File: src/rtl/hazard_pipeline_ctrl_pkg.sv
// Shared widths, pipeline-register layouts and the register-match helper
// for the hazard pipeline controller.
package pipeline_pkg;

    localparam int REG_W = 5;
    localparam int CNT_W = 16;

    typedef logic [REG_W-1:0] reg_t;

    localparam reg_t              ZERO_REG = '0;
    localparam logic [CNT_W-1:0]  CNT_MAX  = '1;

    typedef struct packed {
        reg_t rs;
        reg_t rt;
        reg_t wr;
        logic reg_write;
        logic mem_to_reg;
    } idex_t;

    typedef struct packed {
        reg_t wr;
        logic reg_write;
        logic mem_to_reg;
    } exmem_t;

    typedef struct packed {
        reg_t wr;
        logic reg_write;
    } memwb_t;

    localparam idex_t IDEX_BUBBLE = '0;

    // A write to $0 never creates a dependency.
    function automatic logic reg_match(input reg_t wr, input reg_t src_a, input reg_t src_b);
        return (wr != ZERO_REG) && ((wr == src_a) || (wr == src_b));
    endfunction

endpackage

File: src/rtl/hazard_pipeline_ctrl_if.sv
// Bundle between the pipeline registers and the hazard detector.
// Branch/MEM-stage members exist only when BRANCH_ID_HAZARD_EN is defined.
interface hazard_pipeline_ctrl_if import pipeline_pkg::*; ();

    reg_t rs_id;
    reg_t rt_id;
    reg_t wr_e;
    logic rw_e;
    logic mtr_e;
`ifdef BRANCH_ID_HAZARD_EN
    logic branch_d;
    reg_t wr_m;
    logic mtr_m;
`endif
    logic stall;

    modport master (
        output rs_id, rt_id, wr_e, rw_e, mtr_e,
`ifdef BRANCH_ID_HAZARD_EN
        output branch_d, wr_m, mtr_m,
`endif
        input  stall
    );

    modport slave (
        input  rs_id, rt_id, wr_e, rw_e, mtr_e,
`ifdef BRANCH_ID_HAZARD_EN
        input  branch_d, wr_m, mtr_m,
`endif
        output stall
    );

endinterface

File: src/rtl/hazard_pipeline_ctrl_hazard_detect.sv
// Combinational load-use / branch-in-decode hazard detector.
// Branch hazards are detected only when BRANCH_ID_HAZARD_EN is defined.
module hazard_detect import pipeline_pkg::*; (
    hazard_pipeline_ctrl_if.slave hz
);

    logic lwstall;
    logic branchstall;

    always_comb begin
        lwstall = hz.mtr_e & hz.rw_e & reg_match(hz.wr_e, hz.rs_id, hz.rt_id);
`ifdef BRANCH_ID_HAZARD_EN
        // A branch compares in decode, so it must wait for any ALU result in E
        // and for a load still in M.
        branchstall = hz.branch_d &
                      ((hz.rw_e  & reg_match(hz.wr_e, hz.rs_id, hz.rt_id)) |
                       (hz.mtr_m & reg_match(hz.wr_m, hz.rs_id, hz.rt_id)));
`else
        branchstall = 1'b0;
`endif
        hz.stall = lwstall | branchstall;
    end

endmodule

File: src/rtl/hazard_pipeline_ctrl.sv
// ID/EX, EX/MEM, MEM/WB pipeline registers with hazard stall/flush and a
// saturating stall counter. Optional branch hazards: BRANCH_ID_HAZARD_EN.
module hazard_pipeline_ctrl import pipeline_pkg::*; (
    input  logic             clk,
    input  logic             reset,
    input  reg_t             Rs_ID,
    input  reg_t             Rt_ID,
    input  reg_t             writereg_D,
    input  logic             RegWrite_D,
    input  logic             MemtoReg_D,
    input  logic             Branch_D,
    output reg_t             Rs_EX,
    output reg_t             Rt_EX,
    output reg_t             writereg_E,
    output logic             RegWrite_E,
    output logic             MemtoReg_E,
    output reg_t             writereg_M,
    output logic             RegWrite_M,
    output logic             MemtoReg_M,
    output reg_t             writereg_WB,
    output logic             RegWrite_WB,
    output logic             stall_F,
    output logic             stall_D,
    output logic             flush_E,
    output logic [CNT_W-1:0] stall_count
);

    idex_t            idex_q,  idex_d;
    exmem_t           exmem_q, exmem_d;
    memwb_t           memwb_q, memwb_d;
    logic [CNT_W-1:0] cnt_q,   cnt_d;
    logic             stall;

    hazard_pipeline_ctrl_if hz_if ();

    assign hz_if.rs_id = Rs_ID;
    assign hz_if.rt_id = Rt_ID;
    assign hz_if.wr_e  = idex_q.wr;
    assign hz_if.rw_e  = idex_q.reg_write;
    assign hz_if.mtr_e = idex_q.mem_to_reg;
`ifdef BRANCH_ID_HAZARD_EN
    assign hz_if.branch_d = Branch_D;
    assign hz_if.wr_m     = exmem_q.wr;
    assign hz_if.mtr_m    = exmem_q.mem_to_reg;
`else
    logic unused_branch_d;
    assign unused_branch_d = Branch_D;
`endif
    assign stall = hz_if.stall;

    hazard_detect u_hazard_detect (
        .hz (hz_if)
    );

    always_comb begin
        idex_d            = IDEX_BUBBLE;
        if (!stall) begin
            idex_d.rs         = Rs_ID;
            idex_d.rt         = Rt_ID;
            idex_d.wr         = writereg_D;
            idex_d.reg_write  = RegWrite_D;
            idex_d.mem_to_reg = MemtoReg_D;
        end

        exmem_d.wr         = idex_q.wr;
        exmem_d.reg_write  = idex_q.reg_write;
        exmem_d.mem_to_reg = idex_q.mem_to_reg;

        memwb_d.wr        = exmem_q.wr;
        memwb_d.reg_write = exmem_q.reg_write;

        cnt_d = cnt_q;
        if (stall && (cnt_q != CNT_MAX)) begin
            cnt_d = cnt_q + 1'b1;
        end
    end

    always_ff @(posedge clk or posedge reset) begin
        if (reset) begin
            idex_q  <= '0;
            exmem_q <= '0;
            memwb_q <= '0;
            cnt_q   <= '0;
        end else begin
            idex_q  <= idex_d;
            exmem_q <= exmem_d;
            memwb_q <= memwb_d;
            cnt_q   <= cnt_d;
        end
    end

    assign Rs_EX       = idex_q.rs;
    assign Rt_EX       = idex_q.rt;
    assign writereg_E  = idex_q.wr;
    assign RegWrite_E  = idex_q.reg_write;
    assign MemtoReg_E  = idex_q.mem_to_reg;
    assign writereg_M  = exmem_q.wr;
    assign RegWrite_M  = exmem_q.reg_write;
    assign MemtoReg_M  = exmem_q.mem_to_reg;
    assign writereg_WB = memwb_q.wr;
    assign RegWrite_WB = memwb_q.reg_write;
    assign stall_F     = stall;
    assign stall_D     = stall;
    assign flush_E     = stall;
    assign stall_count = cnt_q;

endmodule

File: config.mk
export PLATFORM = sky130hd
export DESIGN_NAME = hazard_pipeline_ctrl
export DESIGN_NICKNAME = d
export VERILOG_FILES = /design/src/rtl/hazard_pipeline_ctrl_pkg.sv /design/src/rtl/hazard_pipeline_ctrl_if.sv /design/src/rtl/hazard_pipeline_ctrl_hazard_detect.sv /design/src/rtl/hazard_pipeline_ctrl.sv
export SDC_FILE = /design/constraint.sdc
export NUM_CORES = 1
export LEC_CHECK = 0
export CORE_MARGIN = 2
export CORE_UTILIZATION = 39
export CTS_BUF_LIST = sky130_fd_sc_hd__clkbuf_4 sky130_fd_sc_hd__clkbuf_8 sky130_fd_sc_hd__clkbuf_16
export DETAILED_ROUTE_END_ITERATION = 10
export GPL_TIMING_DRIVEN = 1
export PLACE_DENSITY = 0.73
export SYNTH_ARGS = -nofsm -noshare
export SYNTH_HDL_FRONTEND = slang
export SYNTH_SLANG_ARGS = --single-unit
export TNS_END_PERCENT = 10
File: constraint.sdc
create_clock -name clk -period 4.4 [get_ports clk]
set_input_delay 0.66 -clock clk [delete_from_list [all_inputs] [get_ports clk]]
set_output_delay 0.66 -clock clk [all_outputs]
set_load 0.005 [all_outputs]
==> results_dict.tcl, run 1 <==
set metrics [dict create \
    ios 69 \
    maxSlewViolCount 0 \
    rsz0062_at_grt "false" \
    port_buffers 67 \
    finClkSkew_ns 0.00666 \
    worst_ep_arrival_time_ns 2.60 \
    worst_pin_slew_ns 0.994 \
    cp-start-kind "primary input" \
    area_growth_syn_to_layout_pct 43.0 \
    die_h_um 73.3 \
    grtUsageTotal 0.151 \
    drt_pass1_iterations 4 \
    grt_max_degree 47 \
    first_iter_violations 84 \
    wl_per_cell_um 14.5 \
    worstSetupStartpoint "Rs_ID[4]" \
    final_cell_count_no_fill 271 \
    core_mm2 0.00469 \
    clockBufferDepth 2 \
    yosysSeqAreaShare 0.614 \
    layout_commonest_cell "clkdlybuf4s50_1" \
    cts_tree "yes" \
    irDropWorstVdd_mv 0.170 \
    r2r_setup_slack_ns 2.01 \
    insertion_delay_ns 0.29 \
    postCtsSetupRepairBufs 0 \
    die-area_mm2 0.00538 \
    cp_top_family "buffers and inverters" \
    hpwlAfterDp_um 2900 \
    numCtsBuffers 5 \
    critical_path_buf_inv_count 3 \
    initial_core_util 0.400 \
    cpMostUsedCell "clkdlybuf4s50_1" \
    path_max_fanout 17 \
    hold_class "reg -> reg" \
    wirelength_um 3940 \
    power_leakage_nw 1.14 \
    drc_errors 0 \
    yosysWarnings 0 \
    cp_slowest_cell "clkdlybuf4s50_1" \
    nets 237 \
    clkTransAtPathRegs_ns 0.08 \
    antenna_found_initial 0 \
    synth-seq-cells 46 \
    finalSetupViolCount 0 \
    htreeDepth 2 \
    clock-root-buffer "clkbuf_8" \
    worstReg2RegStart "stall_count[0]" \
    avgSynthCellArea_um2 12.8 \
    drive_gt1_frac 0.115 \
    path_cells "clkdlybuf4s50_1, xnor2_1, nand3_1, o22ai_1, buf_4, and2_1, clkdlybuf4s50_1" \
    vias 1303 \
    fmax_mhz 307 \
    setup_tns_ns 0 \
    final_cell_mix "clkdlybuf4s50_1 (67), dfrtp_1 (46), xnor2_1 (22), nand3_1 (12)" \
    grt_pass1_vias 1191 \
    setup_ws_ns 1.14 \
    post_cts_resized 0 \
    clock_sinks 46 \
    fin_util 0.571 \
    critPathKind "in -> out" \
    fill_cells 419 \
    die_w_um 73.3 \
    yosys-top-cells-area "dfrtp_1 (61%), xnor2_1 (10%), nor2b_2 (3.7%)" \
    netlist-cell-type-count 28 \
    grt_overflow 0 \
    synth_nets 167 \
    syn_inst 146 \
    vias_per_cell 4.81 \
    synth_area_mm2 0.00188 \
    n_antenna_cell 0 \
    min_from "writereg_M[1]" \
    hold_viol_final 0 \
    grt_pass1_wl_um 6110 \
    timing.final.crit_share 0.741 \
    slew_headroom 0.334 \
    rows 25 \
    place_ws_ns 1.12 \
    slowest_delay_ns 0.54 \
    yosysTopAreaCellShare 0.614 \
    cp-end-kind "primary output" \
    status "finished, final reports clean" \
    placed_cells 263 \
    worstPathRequired_ns 3.74 \
    finalCriticalPeriod_ns 3.26 \
    cap_viol_max_count 0 \
    hold_buffers 0 \
    ant_nets 0 \
    finalWeightedCongestion 0.824 \
    cellPowerDensity_mw_per_mm2 338 \
    synth_top_area_cell "dfrtp_1" \
]
-- metrics by stage --
stage / total power [mW] / cell area [um^2] / hold slack, ns
6_report: 0.907 / 2680 / 0.376
4_1_cts: 0.916 / 2680 / 0.379
3_5_place_dp: 0.608 / 2570 / 0.358
2_1_floorplan: 0.525 / 1880 / 0.376
3_3_place_gp: 0.606 / 2570 / 0.356
5_1_grt: 0.943 / 2680 / 0.381
-- flip-flops by register name, indices dropped and copies added, names as in the netlist --
name	cells
Rt_EX	5
RegWrite_M	1
RegWrite_E	1
Rs_EX	5
MemtoReg_M	1
MemtoReg_E	1
writereg_M	5
writereg_WB	5
stall_count	16
writereg_E	5
RegWrite_WB	1
-- metal layers --
metal / vias to the layer above / part of all wire / global-route usage
li1: 636 / - / -
met1: 636 / 0.44 / 0.198
met2: 29 / 0.51 / 0.245
met3: 2 / 0.036 / 0.0343
met4: 0 / 0.0086 / 0.0545
met5: - / 0 / 0
-- Yosys cell counts --
cell type	number
inv_1	3
and3_1	4
nand3_1	12
o211ai_2	1
xnor2_1	22
nand2_1	7
dfrtp_1	46
a21oi_1	1
nand4_1	8
a31oi_1	2
and2_1	2
inv_2	1
and4_1	2
buf_6	1
and2b_1	8
buf_2	2
nor2b_4	1
nor2_1	2
or4_1	1
nor3_1	1
nor4_1	2
ha_1	1
buf_4	2
and4b_1	1
o22ai_1	1
mux2_2	3
nor2b_2	8
buf_12	1
-- final timing paths --
check,endpoint,cells past startpoint
hold reg to reg,writereg_WB[1],0
max in group asynchronous,stall_count[4],2
hold / removal,writereg_WB[1],0
min in group asynchronous,RegWrite_WB,2
setup / recovery,stall_F,7
setup reg to reg,stall_count[1],6
-- logic make-up (layout without fill, tap and decap cells) --
logic type / after synthesis / in the layout / share of synthesized area
and+or+nand+nor: 59 / 59 / 0.201
DFF: 46 / 46 / 0.614
xor gates and xnor gates: 22 / 22 / 0.103
buffers and inverters: 10 / 81 / 0.0380
AOI/OAI and AO/OA: 5 / 5 / 0.0193
muxes: 3 / 3 / 0.0180
adders and majority gates: 1 / 1 / 0.00667
-- report_power, final --
part           switching, mW  leakage [nW]  internal [mW]
logic                 0.0449         0.506         0.0836
clock network          0.142        0.0579          0.167
registers             0.0204         0.572          0.449
total                  0.207          1.14          0.699
-- worst register-to-register path: stages, from the launching register on --
cell     delay [ns]
dfrtp_1        0.40
ha_1           0.21
nand4_1        0.19
nor4_1         0.47
a31oi_1        0.43
nand2_1        0.24
mux2_2         0.35
-- layout make-up --
type                            instances  area (um^2)  area share
Tap cell                               54         67.6      0.0252
Inverter                                4         15.0     0.00560
Clock inverter                          3         40.0      0.0149
Multi-Input combinational cell         90          653       0.244
Clock buffer                            5         68.8      0.0257
Timing Repair Buffer                   69          686       0.256
Sequential cell                        46         1150       0.429
(Power assumes the default switching activity.)
==> inputs of run 2 (changes only) <==
- clock period: 4.4 -> 3.1 ns (I/O delays scaled with it)
==> run 2 against run 1 <==
Global-route usage up 0.97 points. Cell count grew 0.37%. Critical path depth is 2 lower. Design area fell by 0.23%. Die area unchanged. Critical endpoint is now stall_D. Hold slack better by 0.0022 ns. Sequential power rose by 42%. Count of clock-buffer cells in the layout increased by 2.
==> results_dict.tcl, run 2 (synthesis results as in run 1) <==
set metrics [dict create \
    status "finished, final reports clean" \
    drc_errors 0 \
    grt_pass1_vias 1244 \
    path_max_fanout 5 \
    post_cts_resized 0 \
    vias_per_cell 4.85 \
    r2r_cells 7 \
    fin_area_mm2 0.00268 \
    r2r_setup_slack_ns 0.91 \
    die_h_um 73.3 \
    min_to "writereg_WB[3]" \
    port_buffers 67 \
    cap_viol_max_count 0 \
    path_cells "or4_1, o211ai_2, inv_2, and2_1, clkdlybuf4s50_1" \
    htreeDepth 2 \
    hold_class "reg -> reg" \
    setup_ws_ns 0.324 \
    n_antenna_cell 0 \
    finalSetupViolCount 0 \
    worstPathRequired_ns 2.63 \
    ant_nets 0 \
    hpwlAfterDp_um 3000 \
    critPathKind "reg -> out" \
    cellPowerDensity_mw_per_mm2 463 \
    worstReg2RegStart "stall_count[0]" \
    insertion_delay_ns 0.30 \
    fin_util 0.570 \
    slowest_delay_ns 0.57 \
    drt_pass1_iterations 4 \
    setup_tns_ns 0 \
    timing.final.crit_share 0.895 \
    finClkSkew_ns 0.00439 \
    core_mm2 0.00469 \
    final_cell_mix "clkdlybuf4s50_1 (67), dfrtp_1 (46), xnor2_1 (22), nand3_1 (12)" \
    min_from "writereg_M[3]" \
    grtUsageTotal 0.160 \
    drive_gt1_frac 0.119 \
    cts_tree "yes" \
    grt_overflow 0 \
    postCtsSetupRepairBufs 0 \
    post_dp_cell_area_mm2 0.00258 \
    nets 238 \
    hold_viol_final 0 \
    antenna_found_initial 0 \
    vias 1320 \
    rows 25 \
    fmax_mhz 360 \
    cp_slowest_cell "or4_1" \
    first_iter_violations 63 \
    wirelength_um 4050 \
    numCtsBuffers 5 \
    power_leakage_nw 1.13 \
    initial_core_util 0.400 \
    worst_ep_arrival_time_ns 2.31 \
    irDropWorstVdd_mv 0.205 \
    clockBufferDepth 2 \
    finalWeightedCongestion 0.803 \
    clock-root-buffer "clkbuf_8" \
    clock_sinks 46 \
    finalCriticalPeriod_ns 2.78 \
    slew_headroom 0.379 \
    layout_commonest_cell "clkdlybuf4s50_1" \
    wl_per_cell_um 14.9 \
    hold_buffers 0 \
    cp-end-kind "primary output" \
    cp-start-kind "flip-flop" \
    worst_pin_slew_ns 0.931 \
    area_growth_syn_to_layout_pct 42.6 \
    grt_pass1_wl_um 6400 \
    clkTransAtPathRegs_ns 0.08 \
    r2r_end "stall_count[1]" \
    place_ws_ns 0.447 \
    largest_reg_flops 16 \
    ios 69 \
    die-area_mm2 0.00538 \
    grt_max_degree 47 \
    min_path_cells 0 \
    rsz0062_at_grt "false" \
    die_w_um 73.3 \
    maxSlewViolCount 0 \
]
[run 2: cell type report]
class,instances,area [um^2]
well taps,54,67.6
inverters,4,15.0
repair buffers,70,693
clock inverters,1,5.00
flip-flops and latches,46,1150
fillers,418,2020
clock buffers,7,90.1
multi-input cells,90,653
[run 2: power by group]
part | internal [mW] | total [mW] | switching [mW]
sequential | 0.637 | 0.667 | 0.0299
clock | 0.189 | 0.385 | 0.196
combinational | 0.120 | 0.186 | 0.0662
[run 2: through the flow]
stage / std cells / hold WS, ns / total power [mW]
CTS: 272 / 0.380 / 1.25
global route: 272 / 0.381 / 1.30
floorplan: 146 / 0.376 / 0.745
finish: 272 / 0.378 / 1.24
detailed placement: 264 / 0.358 / 0.870
global placement: 264 / 0.356 / 0.861
[run 2: worst max-delay path by stage]
stage / startpoint / to
detailed placement: Rt_ID[4] / stall_D
CTS: writereg_E[0] / stall_D
floorplan: writereg_E[0] / stall_D
finish: writereg_E[0] / stall_D
global placement: Rs_ID[4] / flush_E
global route: writereg_E[0] / stall_D
[run 2: worst max-delay path, delay by kind of cell, from the launching register on]
kind	cells	cell delay, ns
and+or+nand+nor	2	0.78
AOI/OAI and AO/OA	1	0.23
DFF	1	0.45
buffers and inverters	2	0.55
[run 2: per-layer routing]
metal	track usage	wire (um)	part of all wire
met4	0.0667	62	0.015
met3	0.0425	141	0.035
met5	0	0	0
met1	0.204	1750	0.43
met2	0.260	2090	0.52
